--- config.mk ---
export PLATFORM = sky130hd
export DESIGN_NAME = imem_loader
export DESIGN_NICKNAME = d
export VERILOG_FILES = /design/src/rtl/imem_loader.sv
export SDC_FILE = /design/constraint.sdc
export NUM_CORES = 1
export LEC_CHECK = 0
export ABC_AREA = 1
export BUFFER_PORTS_ARGS = -buffer_cell sky130_fd_sc_hd__buf_2
export CAP_MARGIN = 10
export CORE_MARGIN = 2
export CORE_UTILIZATION = 58
export DETAILED_ROUTE_END_ITERATION = 10
export PLACE_DENSITY = 0.82
export SLEW_MARGIN = 10
export SYNTH_ARGS = -nofsm -noshare
export SYNTH_HDL_FRONTEND = slang
export SYNTH_SLANG_ARGS = --single-unit
--- constraint.sdc ---
create_clock -name clk -period 3.3 [get_ports clk]
set_clock_uncertainty 0.05 [all_clocks]
set_input_delay 0.825 -clock clk [delete_from_list [all_inputs] [get_ports clk]]
set_output_delay 0.825 -clock clk [all_outputs]
set_load 0.005 [all_outputs]
--- src/rtl/imem_loader.sv ---
// imem_loader: boot-time loader that packs a byte stream into 32-bit words and writes them to
// instruction memory from address 0. Optional trailing checksum byte: define IMEM_LOADER_CHECKSUM_EN.
module imem_loader #(
   parameter int ADDR_W = 8,
   parameter int DATA_W = 32
) (
   input  logic              clk,
   input  logic              rst_n,
   input  logic              start,
   input  logic [ADDR_W:0]   word_count,
   input  logic [7:0]        byte_in,
   input  logic              byte_valid,
   output logic              byte_ready,
   input  logic [ADDR_W-1:0] pc_addr,
   output logic [ADDR_W-1:0] imem_addr,
   output logic              wr_en,
   output logic [DATA_W-1:0] wr_data,
   output logic              cpu_stall,
   output logic              done,
   output logic              err
);

   localparam logic [ADDR_W:0]   MAX_WORDS = {1'b1, {ADDR_W{1'b0}}};
   localparam logic [ADDR_W-1:0] LAST_IDX  = '1;

`ifdef IMEM_LOADER_CHECKSUM_EN
   typedef enum logic [2:0] {S_IDLE, S_LOAD, S_FINISH, S_CHECK, S_DONE} state_t;
`else
   typedef enum logic [2:0] {S_IDLE, S_LOAD, S_FINISH, S_DONE} state_t;
`endif

   state_t              r_state;
   state_t              w_nextState;
   logic [ADDR_W:0]     r_count;
   logic [ADDR_W-1:0]   r_wordIdx;
   logic [1:0]          r_byteCnt;
   logic [DATA_W-9:0]   r_shift;
   logic                r_wrEn;
   logic [DATA_W-1:0]   r_wrData;
   logic                r_byteReady;

   logic                w_accept;
   logic                w_startOk;
   logic [ADDR_W:0]     w_countClamped;
   logic                w_lastByte;
   logic                w_lastWord;

   assign w_accept       = byte_valid & r_byteReady;
   assign w_startOk      = start & ((r_state == S_IDLE) | (r_state == S_DONE));
   assign w_countClamped = (word_count > MAX_WORDS) ? MAX_WORDS : word_count;
   assign w_lastByte     = (r_byteCnt == 2'd3);
   assign w_lastWord     = ({1'b0, r_wordIdx} == (r_count - (ADDR_W+1)'(1)));

   always_comb begin
      w_nextState = r_state;
      unique case (r_state)
         S_IDLE, S_DONE: begin
            if (start) begin
               w_nextState = (w_countClamped == '0) ? S_FINISH : S_LOAD;
            end
         end
         S_LOAD: begin
            if (w_accept && w_lastByte && w_lastWord) begin
               w_nextState = S_FINISH;
            end
         end
`ifdef IMEM_LOADER_CHECKSUM_EN
         S_FINISH: w_nextState = S_CHECK;
         S_CHECK: begin
            if (w_accept) begin
               w_nextState = S_DONE;
            end
         end
`else
         S_FINISH: w_nextState = S_DONE;
`endif
         default: w_nextState = S_IDLE;
      endcase
   end

   always_ff @(posedge clk) begin
      if (!rst_n) begin
         r_state <= S_IDLE;
      end else begin
         r_state <= w_nextState;
      end
   end

   // Ready is registered from the next state so it lines up with the state it belongs to.
   always_ff @(posedge clk) begin
      if (!rst_n) begin
         r_byteReady <= 1'b0;
      end else begin
`ifdef IMEM_LOADER_CHECKSUM_EN
         r_byteReady <= (w_nextState == S_LOAD) || (w_nextState == S_CHECK);
`else
         r_byteReady <= (w_nextState == S_LOAD);
`endif
      end
   end

   // Bytes shift in big-endian; the 4th byte completes the word and launches a one-cycle write.
   always_ff @(posedge clk) begin
      if (!rst_n) begin
         r_count   <= '0;
         r_wordIdx <= '0;
         r_byteCnt <= '0;
         r_shift   <= '0;
         r_wrEn    <= 1'b0;
         r_wrData  <= '0;
      end else begin
         r_wrEn <= 1'b0;
         if (w_startOk) begin
            r_count   <= w_countClamped;
            r_wordIdx <= '0;
            r_byteCnt <= '0;
            r_shift   <= '0;
         end else begin
            if (r_wrEn && (r_wordIdx != LAST_IDX)) begin
               r_wordIdx <= r_wordIdx + ADDR_W'(1);
            end
            if ((r_state == S_LOAD) && w_accept) begin
               if (w_lastByte) begin
                  r_byteCnt <= '0;
                  r_wrEn    <= 1'b1;
                  r_wrData  <= {r_shift, byte_in};
               end else begin
                  r_byteCnt <= r_byteCnt + 2'd1;
                  r_shift   <= {r_shift[DATA_W-17:0], byte_in};
               end
            end
         end
      end
   end

`ifdef IMEM_LOADER_CHECKSUM_EN
   logic [7:0] r_sum;
   logic       r_err;

   // Running mod-256 sum of data bytes, compared against the single byte accepted in CHECK.
   always_ff @(posedge clk) begin
      if (!rst_n) begin
         r_sum <= '0;
         r_err <= 1'b0;
      end else if (w_startOk) begin
         r_sum <= '0;
         r_err <= 1'b0;
      end else begin
         if ((r_state == S_LOAD) && w_accept) begin
            r_sum <= r_sum + byte_in;
         end
         if ((r_state == S_CHECK) && w_accept) begin
            r_err <= (byte_in != r_sum);
         end
      end
   end

   assign err = r_err;
`else
   assign err = 1'b0;
`endif

   assign byte_ready = r_byteReady;
   assign wr_en      = r_wrEn;
   assign wr_data    = r_wrData;
   assign cpu_stall  = (r_state != S_DONE);
   assign done       = (r_state == S_DONE);
   assign imem_addr  = ((r_state != S_DONE) || r_wrEn) ? r_wordIdx : pc_addr;

endmodule

Word-level counts from Yosys, hierarchy flattened:

Index checks and enable logic that the tools add are counted.

* register bits after elaboration: 80
* bits in latches: 0
* memory bits (writable): 0
* bits in read-only memories: 0
* input bits: 29
* output and inout port bits: 45
* logic and storage cells: 47
* memories: 0

* add/sub/neg operators: 3
* $mul: 0
* div/mod/pow operators: 0
* magnitude comparators: 1
* eq/ne operators: 8
* shift-type cells: 0
* muxes and demuxes: 8
* bitwise operators: 7
* reduce and logical (&&, ||, !) cells: 12

Operator list (count)
* 8-bit by 9-bit equality test with 1-bit output: 1
* 9-bit greater-than comparator (second input constant): 1
* 9-bit zero test: 1
* 9-bit 2-to-1 mux: 1
* 3-bit case mux with 3 select lines: 1
* 9-bit by 1-bit subtractor with 9-bit output (second input constant): 1
* 8-bit by 1-bit adder with 8-bit output (second input constant): 1
* 8-bit 2-to-1 mux: 1
* 8-bit != test (second input constant): 1
* 3-bit by 1-bit equality test with 1-bit output (second input constant): 2
* 3-bit by 2-bit equality test with 1-bit output (second input constant): 2
* 3-bit 2-to-1 mux: 2
* 1-bit logical AND: 4
* 2-bit 2-to-1 mux: 2
* 1-bit inverter: 4
* 2-bit OR reduction: 2
* 3-bit zero test: 1
* 3-bit by 2-bit != test with 1-bit output (second input constant): 1
* 3-bit AND reduction: 1
* 3-bit OR reduction: 1
* 2-bit by 1-bit adder with 2-bit output (second input constant): 1
* 1-bit AND: 2
* 2-bit equality test (second input constant): 1
* 2-bit AND reduction: 1
* 3 further kinds: 3

Depth between registers and ports, before layout:

Gate-level depths: netlist of run 1.

* depth after elaboration: 7
* depth in mapped cells: 14
* gate-level depth less buffers: 14

Worst setup path before layout of run 1:

OpenSTA, ideal clock, no wires.

* path type: register -> output
* from: reg r_state[1]
* to: out imem_addr[0]
* arrival time: 1.222 ns
* required time: 2.425 ns
* slack: 1.203 ns
* cell stages (with the launch flop): 6
* cell sequence: dfxtp_1 -> inv_2 -> nor3_1 -> nand2_1 -> buf_4 -> a21oi_1

* cells in the longest elaborated chain, start to end: 3

RTL lines
* start, declared: RTL line 32 `state_t r_state;`
* start signal, assigned: RTL line 85 `r_state <= w_nextState;`
* 3-bit by 2-bit != test with 1-bit output: RTL line 168 `assign imem_addr = ((r_state != S_DONE) || r_wrEn) ? r_wordIdx : pc_addr;`
* 1-bit logical OR: RTL line 168
* 8-bit 2-to-1 mux: RTL line 168
* end, declared: RTL line 15 `output logic [ADDR_W-1:0] imem_addr,`

Every way passes these cells.

Worst setup path after layout of run 1:

* from: reg r_state[1]
* to: out imem_addr[6]

The elaborated chain is that of the path after synthesis.

==> results.json, run 1 <==
{
  "status": "complete, no violations",
  "syn_to_final_growth_pct": 15.5,
  "endpoint_kind": "output port",
  "synth_area_per_cell_um2": 7.15,
  "synth_area_mm2": 0.00350,
  "synth_compound_area_share_pct": 14.1,
  "antenna_found_initial": 0,
  "cpLargestDelayFamily": "simple AND/OR/NAND/NOR gates",
  "drive_gt1_share_pct": 18.2,
  "synth_cell_type_count": 29,
  "yosysSeqAreaShare_pct": 45.8,
  "path_clk_slew_ps": 80,
  "crit_required_ps": 2420,
  "wl_met1_um": 3470,
  "timing_max_transition_violations_final": 0,
  "numCtsBuffers": 9,
  "min_period_over_period_pct": 80.2,
  "dpl.hpwl_um": 5580,
  "crit_path_start_kind": "flop",
  "r2r-start": "r_state[1]",
  "rsz0062_at_grt": "false",
  "synthAdderAreaFrac_pct": 1.07,
  "dpl.cell_count": 616,
  "routed.top_layer": "met4",
  "grt_max_degree": 37,
  "clk_latency_ps": 350,
  "grt_pass1_wl_um": 13200,
  "nets": 584,
  "wl_met2_um": 3980,
  "via_per_inst": 5.39,
  "die_h_um": 81.7,
  "critPathMaxFanout": 16,
  "synthMuxAreaShare_pct": 0,
  "power_frac_seq_pct": 54.5,
  "cts_htree_levels": 3,
  "worst_pin_slew_ps": 667,
  "grt_pass1_vias": 2996,
  "gp_congestion": 0.922,
  "dr_wl_met3_um": 412,
  "fmax_mhz": 378,
  "drc": 0,
  "min_period_ps": 2650,
  "critPathKind": "flop to output port",
  "cts-root-buf": "clkbuf_8",
  "cp_num_buf_inv": 2,
  "power_switching_w": 0.000418,
  "port_buffers": 72,
  "core-area_mm2": 0.00589,
  "ant_nets": 0,
  "cts.sinks": 80,
  "critPathArrivalTime_ps": 1770,
  "powerDensity_mw_per_mm2": 444,
  "die_width_um": 81.7,
  "internal_power_w": 0.00138,
  "holdBufCountCts": 0,
  "yosys_warnings": 0,
  "ys_seq_elements": 80,
  "synthCells": 489,
  "nFillCells": 499,
  "crit_start": "r_state[1]",
  "crit_path_top_delay_cell": "dfxtp_1",
  "synthSimpleGateAreaFrac_pct": 29.5,
  "die_area_mm2": 0.00667,
  "via_count": 3399,
  "hold_path_startpoint": "wr_data[19]",
  "routed_wl_um": 8050,
  "hp-class": "flop to flop",
  "cpPeakStageDelay_ps": 360,
  "pwr-share-comb_pct": 5.5,
  "clockBufferDepth": 2,
  "path_cells": "inv_2, nor3_1, nand2_1, nor2_1, a21oi_1, buf_2",
  "finalPower_w": 0.00179,
  "cts_tree": "done",
  "wl_per_cell_um": 12.8,
  "hold_viol_final": 0,
  "ir_drop_uv": 293,
  "gr-total-overflow": 0,
  "setup_tns_ps": 0,
  "grt_usage_pct": 25.5,
  "layoutNonFillerInstCount": 631,
  "cts_resized": 0,
  "p_clk_share_pct": 40.0,
  "initial_utilization_pct": 59.4,
  "drtIter0Drc": 224,
  "p_leak_nw": 1.86,
  "synth-xor-area-share_pct": 1.50,
  "swShare_pct": 23.3,
  "num_rows": 28,
  "placed_area_mm2": 0.00384,
  "maxSlewHeadroom_pct": 55.5,
  "synth_top_family_by_area": "simple AND/OR/NAND/NOR gates",
  "post_cts_buffers": 0,
  "ioPinCount": 74,
  "setup_viol": 0,
  "finalInstanceArea_mm2": 0.00404,
  "diodes": 0,
  "dr.pass1.iters": 8,
  "drv_cap": 0,
  "fin_util_pct": 68.6
}
==> synthesized netlist by cell type <==
master    instances  area share (%)
nand2_1         100              11
nor2_1           84             9.0
dfxtp_1          80              46
a21oi_1          51             7.3
nand3_1          48             6.9
o21ai_0          33             4.7
inv_1            31             3.3
buf_2            10             1.4
clkbuf_1          6            0.64
buf_4             5             1.1
inv_2             5            0.54
o21ai_1           4            0.57
ha_1              3             1.1
nand4_1           3            0.54
nor3_1            3            0.43
xnor2_1           3            0.75
xor2_1            3            0.75
a32o_1            2            0.57
buf_6             2            0.64
clkbuf_2          2            0.29
nor2_2            2            0.36
nor2_8            2             1.1
a211oi_1          1            0.21
a31oi_1           1            0.18
a31oi_2           1            0.36
conb_1            1            0.11
nand2_2           1            0.18
nand3b_1          1            0.21
o21bai_1          1            0.21
==> power by group through the flow <==
stage	clock network [W]	logic, W	registers (W)
finish	0.000718	0.0000978	0.000978
global route	0.000763	0.000112	0.000979
CTS	0.000727	0.0000969	0.000978
detailed placement	0	0.0000958	0.00100
global placement	0	0.0000938	0.00100
floorplan	0	0.0000630	0.000999
==> sequential cells by signal (all words and copies together), names as in the netlist <==
signal	cells
r_byteCnt	2
r_count	9
wr_data	32
r_wordIdx	8
byte_ready	1
r_state	3
r_shift	24
wr_en	1
==> worst register-to-register path, delay by kind of cell, from the launching register on <==
kind | cells | cell delay, ps
AND/OR/NAND/NOR | 6 | 1080
buffers and inverters | 4 | 530
flip-flops | 1 | 330
==> cells in the final DEF (no fill, tap or decap), drive strengths merged <==
| cell | count |
|---|---|
| a31oi | 2 |
| dfxtp | 80 |
| inv | 36 |
| nand3b | 1 |
| nand4 | 3 |
| xnor2 | 3 |
| a21oi | 51 |
| conb | 2 |
| bufinv | 1 |
| buf | 76 |
| o21bai | 1 |
| nand2 | 101 |
| nand3 | 48 |
| a211oi | 1 |
| ha | 3 |
| clkinv | 2 |
| o21ai | 37 |
| a32o | 2 |
| nor2 | 88 |
| clkbuf | 11 |
| xor2 | 3 |
| nor3 | 3 |
| clkinvlp | 1 |
==> per-stage QoR <==
| step | hold WS, ps | setup WS, ps |
|---|---|---|
| global route | 432 | 421 |
| floorplan | 406 | 1200 |
| global placement | 396 | 808 |
| finish | 410 | 654 |
| detailed placement | 400 | 784 |
| CTS | 413 | 618 |
==> logic make-up after synthesis <==
kind of cell / Yosys count
AO/OA/AOI/OAI: 94
XOR/XNOR: 6
adder cells (fa/ha/maj): 3
buffers and inverters: 61
flip-flops: 80
other: 1
AND/OR/NAND/NOR: 244
==> path summary, 6_finish.rpt <==
| kind | end | slack, ps | depth (start not counted) |
|---|---|---|---|
| hold / removal | wr_data[19] | 410 | 2 |
| setup reg to reg | r_shift[5] | 1200 | 10 |
| hold reg to reg | wr_data[19] | 410 | 2 |
| setup / recovery | imem_addr[6] | 650 | 6 |
==> layout make-up <==
| class | count | area, µm² | share of cell area (%) |
|---|---|---|---|
| multi-input cells | 349 | 1620 | 40.2 |
| flip-flops and latches | 80 | 1600 | 39.6 |
| repair buffers | 76 | 390 | 9.66 |
| clock buffers | 11 | 141 | 3.50 |
| inverters | 36 | 135 | 3.34 |
| well taps | 75 | 93.8 | 2.32 |
| clock inverters | 4 | 55.1 | 1.36 |
==> routing by layer <==
| layer | track usage, % | up-vias |
|---|---|---|
| li1 | - | 1715 |
| met1 | 31.0 | 1557 |
| met2 | 43.7 | 110 |
| met3 | 4.73 | 17 |
| met4 | 12.3 | 0 |
| met5 | 0 | - |
Power figures use the tool's default switching activity.
==> run 2, diff against run 1 <==
--- a/config.mk
+++ b/config.mk
@@ -5,13 +5,13 @@
 export SDC_FILE = /design/constraint.sdc
 export NUM_CORES = 1
 export LEC_CHECK = 0
-export ABC_AREA = 1
+export ABC_AREA = 0
 export BUFFER_PORTS_ARGS = -buffer_cell sky130_fd_sc_hd__buf_2
 export CAP_MARGIN = 10
 export CORE_MARGIN = 2
-export CORE_UTILIZATION = 58
+export CORE_UTILIZATION = 48
 export DETAILED_ROUTE_END_ITERATION = 10
-export PLACE_DENSITY = 0.82
+export PLACE_DENSITY = 0.73
 export SLEW_MARGIN = 10
 export SYNTH_ARGS = -nofsm -noshare
 export SYNTH_HDL_FRONTEND = slang
==> constraint.sdc (replaced) <==
create_clock -name clk -period 2.2 [get_ports clk]
set_clock_uncertainty 0.05 [all_clocks]
set_input_delay 0.55 -clock clk [delete_from_list [all_inputs] [get_ports clk]]
set_output_delay 0.55 -clock clk [all_outputs]
set_load 0.005 [all_outputs]
==> results.json, run 2 <==
{
  "status": "finished, violations left",
  "violations": "negative setup slack",
  "grt_pass1_vias": 2884,
  "ant_nets": 0,
  "timing_max_transition_violations_final": 0,
  "holdBufCountCts": 0,
  "min_period_ps": 2310,
  "multi_input_area_mm2": 0.00168,
  "grt_max_degree": 35,
  "powerDensity_mw_per_mm2": 653,
  "via_per_inst": 5.15,
  "nFillCells": 628,
  "worstHoldEndpoint": "r_count[7]",
  "dpl.hpwl_um": 5180,
  "cts_htree_levels": 3,
  "cts_tree": "done",
  "ys_seq_elements": 80,
  "synth_ff_type": "dfxtp_1",
  "final_cell_mix": "nand2_1 (121), dfxtp_1 (78), buf_2 (64), a21oi_1 (60), nor2_1 (18)",
  "crit_path_start_kind": "flop",
  "yosys-top-cells-area": "dfxtp_1 (47%), nand2_1 (13%), a21oi_1 (8.9%), mux2_2 (3.0%), xnor2_1 (2.3%)",
  "ir_drop_uv": 515,
  "synth_area_per_cell_um2": 8.39,
  "cpLargestDelayFamily": "simple AND/OR/NAND/NOR gates",
  "via_count": 2963,
  "drtIter0Drc": 125,
  "drv_cap": 0,
  "synth_edf_count": 0,
  "path_clk_slew_ps": 90,
  "cts-root-buf": "clkbuf_8",
  "hold_viol_final": 0,
  "async_flop_share_pct": 0,
  "syn_to_final_growth_pct": 23.4,
  "core-area_mm2": 0.00679,
  "synth_cell_type_count": 51,
  "ioPinCount": 74,
  "yosys_warnings": 0,
  "critPathKind": "flop to output port",
  "synthCells": 402,
  "rsz0062_at_grt": "true",
  "grt-busiest-layer": "met2",
  "yosysTopAreaCellShare_pct": 47.5,
  "dpl.cell_count": 556,
  "num_rows": 30,
  "initial_utilization_pct": 49.7,
  "layoutNonFillerInstCount": 575,
  "die_width_um": 87.8,
  "antenna_found_initial": 0,
  "clk_latency_ps": 340,
  "drc": 0,
  "wl_per_cell_um": 13.1,
  "cpPeakStageDelay_ps": 330,
  "dr.pass1.iters": 4,
  "grt_pass1_wl_um": 12900,
  "crit_path_top_delay_cell": "dfxtp_2",
  "nets": 506,
  "path_cells": "nand2b_4, or2_4, nor2_4, buf_12, mux2_4, buf_6",
  "min_period_over_period_pct": 105,
  "diodes": 0,
  "drive_gt1_share_pct": 25.7,
  "yosysSeqAreaShare_pct": 47.5,
  "setup_viol": 8,
  "grt_usage_pct": 21.1,
  "hold_slack_ps": 381,
  "largest_reg_flops": 32,
  "numCtsBuffers": 9,
  "fin_util_pct": 61.3,
  "place_ws_ps": 108,
  "crit_required_ps": 1600,
  "port_buffers": 72,
  "cp_num_buf_inv": 2,
  "hold_path_startpoint": "word_count[7]",
  "routed_wl_um": 7520,
  "cts.sinks": 80,
  "netlist.top_cell.by_area": "dfxtp_1",
  "hp-class": "primary input to flop",
  "final_common_cell": "nand2_1",
  "die_h_um": 87.8,
  "rr_endpoint": "byte_ready",
  "reg2reg_depth": 7,
  "r2r_slack_ps": 160,
  "clockBufferDepth": 2,
  "setup_ws_ps": -113,
  "die_area_mm2": 0.00771,
  "critPathMaxFanout": 8,
  "endpoint_kind": "output port",
  "met3_usage_pct": 5.75,
  "grtUsageMet1_pct": 25.1,
  "layout.area.seq_mm2": 0.00160,
  "r2r-start": "r_count[0]",
  "holdPathStages": 2,
  "critPathArrivalTime_ps": 1710,
  "fmax_mhz": 432,
  "gr-total-overflow": 0,
  "synth_area_mm2": 0.00337,
  "met2_usage_pct": 37.1,
  "synthMostInstantiatedCell": "nand2_1",
  "gp_congestion": 0.802,
  "p_leak_nw": 1.60,
  "synthTopCellsByCount": "nand2_1 (121), dfxtp_1 (80), a21oi_1 (60), nor2_1 (18), clkbuf_1 (15)"
}
## run 2: area by class of cell
class                      count  share of cell area (%)
sequential                    80                    38.5
clock inverter                 7                    2.01
multi-input combinational    291                    40.4
tap                           96                    2.89
clock buffer                   9                    2.98
timing repair buffer          85                    12.5
inverter                       7                   0.631
## run 2: worst max-delay path by stage
stage,cells past startpoint,endpoint,slack [ps],from
2_1_floorplan,5,imem_addr[0],190,r_state[1]
3_3_place_gp,5,imem_addr[2],170,r_state[0]
3_5_place_dp,7,r_state[0],110,r_count[0]
4_1_cts,6,imem_addr[3],-150,r_state[2]
5_1_grt,6,imem_addr[4],-170,r_state[2]
6_report,6,imem_addr[4],-110,r_state[2]
## run 2: worst reg2reg max path, stage by stage, from the launching register on
cell and delay, ps:
dfxtp_1 450, inv_1 70, ha_1 300, o21ba_1 210, a221oi_1 300, a41oi_1 110, a2111oi_4 320, nor3_1 120
## run 2: what timing repair did
| action | in CTS | in global routing |
|---|---|---|
| setup buffers | 3 | 0 |
| setup endpoints to repair | 8 | 11 |
| gates resized for setup | 18 | 2 |
| pin swaps | 2 | 3 |
## run 2: where the power goes
group          switching [W]  leakage (nW)  internal [W]  total, W
Clock               0.000570         0.103      0.000546   0.00112
Combinational      0.0000772         0.855     0.0000559  0.000133
Sequential         0.0000118         0.646       0.00146   0.00147
Total               0.000659          1.60       0.00206   0.00272
## run 2: metal layers
layer,part of all wire [%],vias to the layer above
li1,-,1503
met1,44,1378
met2,49,75
met3,5.2,7
met4,0.93,0
met5,0,-
## run 2: metrics by stage
step | instance area (µm²) | setup TNS [ps] | total power [W]
after floorplan | 3380 | 0 | 0.00158
after global placement | 3830 | 0 | 0.00163
after detailed placement | 3830 | 0 | 0.00163
after CTS | 4150 | -1120 | 0.00273
after global routing | 4160 | -1290 | 0.00282
final | 4160 | -830 | 0.00272
## run 2: kinds of logic (layout without fill, tap and decap cells)
family	after synthesis	after routing	share of synthesized area, %
AOI/OAI and AO/OA	83	83	15.5
xor gates and xnor gates	16	16	4.15
adders and majority gates	4	4	1.41
buffers and inverters	32	108	4.19
DFF	80	80	47.5
muxes	12	12	3.89
other	1	2	0.111
and+or+nand+nor	174	174	23.3
